### src/rtl/fetch_unit.sv
// fetch_unit: PC, branch-target LUT and run/halt sequencing for the instruction-fetch side
module fetch_unit #(
    parameter int PC_W   = 10,
    parameter int LUT_AW = 4,
    parameter int CNT_W  = 16
) (
    input  logic             Clk,
    input  logic             Reset,
    input  logic             Start,
    input  logic [8:0]       Prog_Data,
    input  logic [7:0]       Acc_Data,
    input  logic             PC_Jmp_Flag,
    input  logic             PC_Beq_Flag,
    input  logic             LUT_Write_En,
    input  logic             LUT_Load_Hi,
    input  logic             LUT_Read_En,
    input  logic             Ack,
    output logic [PC_W-1:0]  Prog_Addr,
    output logic [8:0]       Instruction,
    output logic             Exec_En,
    output logic             Done,
    output logic [CNT_W-1:0] Instr_Count
);
    typedef enum logic [1:0] {IDLE, ARMED, RUN, HALT} state_t;

    state_t          state;
    logic [PC_W-1:0] pc;
    logic [PC_W-1:0] lut [2**LUT_AW];
    logic [LUT_AW-1:0] idx;
    logic            unused_read_en;

    assign unused_read_en = LUT_Read_En;
    assign idx         = Prog_Data[LUT_AW-1:0];
    assign Exec_En     = (state == RUN) && !Start;
    assign Instruction = Exec_En ? Prog_Data : 9'h000;
    assign Prog_Addr   = pc;

    // Run/halt sequencing, next-PC selection and retired-instruction counting
    always_ff @(posedge Clk) begin
        if (Reset) begin
            state       <= IDLE;
            pc          <= '0;
            Done        <= 1'b0;
            Instr_Count <= '0;
        end else begin
            case (state)
                IDLE:  state <= Start ? ARMED : IDLE;
                ARMED: begin
                    pc          <= '0;
                    Done        <= 1'b0;
                    Instr_Count <= '0;
                    state       <= Start ? ARMED : RUN;
                end
                RUN: begin
                    if (Start) begin
                        state <= ARMED;
                    end else begin
                        Instr_Count <= (Instr_Count == '1) ? Instr_Count : Instr_Count + 1'b1;
                        if (Ack) begin
                            state <= HALT;
                            Done  <= 1'b1;
                        end else begin
                            pc <= (PC_Jmp_Flag || PC_Beq_Flag) ? lut[idx] : pc + 1'b1;
                        end
                    end
                end
                default: state <= Start ? ARMED : HALT;
            endcase
        end
    end

    // Branch-target LUT: half-word writes from the accumulator, cleared only by Reset
    always_ff @(posedge Clk) begin
        if (Reset) begin
            for (int i = 0; i < 2**LUT_AW; i++) lut[i] <= '0;
        end else if (Exec_En && LUT_Write_En && !Ack) begin
            if (LUT_Load_Hi) lut[idx][PC_W-1:8] <= Acc_Data[PC_W-9:0];
            else lut[idx][7:0] <= Acc_Data;
        end
    end
endmodule

### config.mk
export PLATFORM = sky130hd
export DESIGN_NAME = fetch_unit
export DESIGN_NICKNAME = d
export VERILOG_FILES = /design/src/rtl/fetch_unit.sv
export SDC_FILE = /design/constraint.sdc
export NUM_CORES = 1
export LEC_CHECK = 0
export ABC_AREA = 1
export CELL_PAD_IN_SITES_DETAIL_PLACEMENT = 0
export CELL_PAD_IN_SITES_GLOBAL_PLACEMENT = 1
export CORE_MARGIN = 10
export CORE_UTILIZATION = 45
export CTS_CLUSTER_DIAMETER = 150
export DETAILED_ROUTE_END_ITERATION = 8
export GPL_TIMING_DRIVEN = 0
export PLACE_DENSITY = 0.8
export SYNTH_ARGS = -nofsm -noshare
export SYNTH_HDL_FRONTEND = slang
export SYNTH_SLANG_ARGS = --single-unit
### constraint.sdc
create_clock -name Clk -period 2.4 [get_ports Clk]
set_clock_uncertainty 0.05 [all_clocks]
set_input_delay 0.36 -clock Clk [delete_from_list [all_inputs] [get_ports Clk]]
set_output_delay 0.36 -clock Clk [all_outputs]
set_load 0.1 [all_outputs]
After elaboration in Yosys (flattened, before gate mapping)

Memory sizes are Yosys's and may differ from the RTL's.
Index checks and enable logic that the tools add are counted.
Widths: inputs -> output; s select.

Add/sub/neg operators: 2
$mul: 0
Divide/modulo/power cells: 0
$lt $le $gt $ge: 0
Eq/ne operators: 8
Shift operators: 0
Mux-type cells: 30
Bitwise operators: 0
Reduce and logical (&&, ||, !) cells: 12

Operators with widths:

| cell                  | number |
|---|---|
| $mux 10               | 4 |
| $mux 16               | 2 |
| $pmux 16 s2           | 1 |
| $pmux 10 s2           | 1 |
| $add 16x1->16 const B | 1 |
| $eq 16x16->1 const B  | 1 |
| $mux 1                | 13 |
| $add 10x1->10 const B | 1 |
| $mux 2                | 5 |
| $reduce_or 10->1      | 1 |
| $mux 9                | 1 |
| $reduce_and 3->1      | 3 |
| $ne 2x2->1 const B    | 4 |
| $pmux 2 s3            | 1 |
| $mux 4                | 1 |
| $logic_and 1x1->1     | 3 |
| $ne 3x3->1 const B    | 1 |
| $eq 2x1->1 const B    | 1 |
| $eq 2x2->1 const B    | 1 |
| $logic_not 1->1       | 2 |
| $logic_not 2->1       | 1 |
| $pmux 1 s2            | 1 |
| $reduce_bool 2->1     | 1 |
| $logic_or 1x1->1      | 1 |

Register bits: 29
Latch bits: 0
Memory bits (writable): 160
ROM bits: 0
Bits of input ports: 26
Output and inout bits: 37
Word-level logic and storage cells: 57
Memories: 1

Memories:

| memory | depth | bits a word | read ports | clocked after memory_dff | wr ports | RTL line | text |
|---|---|---|---|---|---|---|---|
| lut    | 16    | 10          | 1          | 0                        | 16       | 28       | `logic [PC_W-1:0] lut [2**LUT_AW];` |

Depth between registers and ports, before layout

Depth in word-level cells: 9
Gate-level depth with buffers: 12
Mapped depth without buffers: 11

Least setup slack after synthesis

No wires, ideal clock.

Path kind: reg-to-output
Start point: register state[1]
End point: output port Instruction[0]
Arrival: 1.989 ns
Data required time: 1.990 ns
Path slack: 0.001 ns
Cell stages (with the launch flop): 6
Path through: dfxtp_1 > inv_2 > nor2_4 > nand2_1 > buf_2 > nor2_1

Cells in the longest elaborated chain, start to end: 3

Ends and longest elaborated chain:

| item                   | RTL line | text |
|---|---|---|
| from (decl)            | 26       | `state_t state;` |
| from (signal assigned) | 47       | `IDLE: state <= Start ? ARMED : IDLE;` |
| from (signal assigned) | 52       | `state <= Start ? ARMED : RUN;` |
| from (signal assigned) | 67       | `default: state <= Start ? ARMED : HALT;` |
| $eq 2x2->1             | 34       | `assign Exec_En = (state == RUN) && !Start;` |
| $logic_and 1x1->1      | 34       |  |
| $mux 9                 | 35       | `assign Instruction = Exec_En ? Prog_Data : 9'h000;` |
| to (decl)              | 19       | `output logic [8:0] Instruction,` |

No other way between the ends.

==> impl_metrics.ini <==
[global_route]
overflow = 0
grt_usage_pct = 18.2
grt_antenna_before_repair = 0
grt_max_degree = 18
grt_pass1_vias = 6627
grt_pass1_wl_mm = 36.8

[setup_path]
required_ns = 2.45
cp-end-kind = flip-flop
reg2reg_slack_ns = 0.15
start_kind = primary input
crit_fanout = 10
critPathArrivalTime_ns = 2.31
critPathKind = in -> reg

[timing]
slew_violations = 0
timing.final.crit_share_pct = 94.1
finalHoldViolations = 0
worst_slack_ns = 0.141
max_freq_ghz = 0.443
worst_slew_pin_slew_ns = 0.979
final.min_clock_period_ns = 2.26
slew_headroom_pct = 34.6
rsz0062_at_grt = false
finalSetupTns_ns = 0
setup_viol = 0

[layout]
final_area_um2 = 10500
nets = 1124
syn_to_final_growth_pct = 17.5
final_common_cell = nand2_1
stdcell_count = 1374
layout_common_cells = nand2_1 (333), nor2_1 (242), edfxtp_1 (160)
final_layout_size_suffix_gt1_share_pct = 9.56
n_antenna_cell = 0

[drt]
drc_errors = 0
via_per_inst = 5.10
drt_first_iter_violations = 632
ant_nets = 0
wire_per_inst_um = 17.3
wirelength_mm = 23.8
firstDrtPassIters = 5
dr_total_vias = 7006

[flow_run]
timing.max_cap.violations = 0

[synth]
ys_types = 32
netlist_area_um2 = 8890
synth_top_area_share_pct = 54.0
syn_avg_cell_area_um2 = 8.74
yosysWarnings = 0
syn_inst = 1017
seq_area_frac_synth_pct = 60.6
ys_ff_latch = 189
synth_area_leader_cell = edfxtp_1
synthTopCellsByArea = edfxtp_1 (54%), nand2_1 (15%), nor2_1 (10%), dfxtp_1 (6.5%), inv_1 (2.0%)
synth_nets = 1045

[floorplanning]
start_util_pct = 45.7
io_pins = 63
die_area_um2 = 25800
die_h_um = 161
die_w_um = 161
rows = 51
coreArea_um2 = 19500

[placement]
place_area_um2 = 9830
io_buffers = 60
pre_cts_slack_ns = -0.705
numPlacedInstances = 1342
dp_hpwl_mm = 17.2
gp_congestion = 0.848

[clock_network]
hold_buffers = 0
cts_tree = built
h-tree-depth = 4
cts_max_path_buffers = 2
clock_sinks = 189
clk_pin_slew_worst_paths_ns = 0.07
insertion_delay_ns = 0.43
clock-root-buffer = clkbuf_16
cts_buffers = 17
cts_setup_buffers = 0

[power_and_ir_drop]
vdd_drop_max_mv = 0.480
p_total_mw = 7.27
leakagePower_nw = 4.45
power_density_nw_per_um2 = 695

[hold_path]
hold_path.class = in -> reg

[outcome]
status = complete, no violations
layout make-up:
| cell class | instances | area (um^2) |
|---|---|---|
| Multi-Input combinational cell | 732 | 3150 |
| Fill cell | 1799 | 9010 |
| Sequential cell | 189 | 5390 |
| Buffer | 41 | 201 |
| Tap cell | 265 | 332 |
| Clock buffer | 17 | 425 |
| Clock inverter | 15 | 209 |
| Timing Repair Buffer | 60 | 543 |
| Inverter | 55 | 206 |
power by group:
group          internal (mW)  switching, mW
combinational          0.140          0.396
sequential              3.64         0.0289
clock                   1.77           1.30
total                   5.55           1.72
kinds of logic after synthesis:
group	count (synthesis)	share of synthesized area, %
fa+ha+maj	2	0.281
compound gates	62	4.08
buf+inv	96	4.54
simple gates	665	30.2
flops	189	60.6
xor+xnor	3	0.295
sequential cells by signal (all words and copies together) (netlist names):
signal	count
lut	160
Done	1
Instr_Count	16
Prog_Addr	10
state	2
what timing repair did:
| item | CTS | global route |
|---|---|---|
| resized for setup | 63 | 33 |
| setup endpoints to repair | 62 | 129 |
| gates cloned | 0 | 0 |
synthesized netlist by cell type, drive strengths merged:
cell / count
a31oi: 2
clkbuf: 21
nand3: 21
nor3: 3
xor2: 3
a32o: 1
a21oi: 27
nand2: 361
or2: 2
dfxtp: 29
ha: 2
o21ai: 14
buf: 20
a211oi: 2
inv: 53
nand3b: 3
edfxtp: 160
o21bai: 4
nor2: 248
a22oi: 12
nand4: 27
clkinv: 2
through the flow:
step	utilization (%)	hold slack, ns
after global routing	53.7	0.175
final	53.7	0.165
after global placement	50.5	0.427
after floorplan	-	0.388
after detailed placement	50.5	0.438
after CTS	53.7	0.161
critical path, cell delays in order:
cell and delay, ns:
clkdlybuf4s50_1 0.54, inv_1 0.07, nor2_1 0.15, buf_2 0.28, inv_1 0.13, nor2_1 0.14
nand2_1 0.24, nand2_1 0.39
final timing paths:
| path | startpoint | endpoint | cells after the start |
|---|---|---|---|
| max | Prog_Data[2] | lut[7][6] | 8 |
| min | Reset | Prog_Addr[9] | 2 |
| max reg2reg | state[1] | lut[10][3] | 9 |
| min reg2reg | Instr_Count[4] | Instr_Count[4] | 2 |
per-layer routing:
layer	wire length (um)	track usage, %	share of wire [%]	vias to the layer above
met5	0	0	0	-
met4	285	4.88	1.2	0
met3	1290	3.73	5.4	26
met2	11300	30.0	47	209
met1	11000	24.0	46	3300
li1	-	-	-	3471
Note: power is estimated with default switching activity, not from simulation.
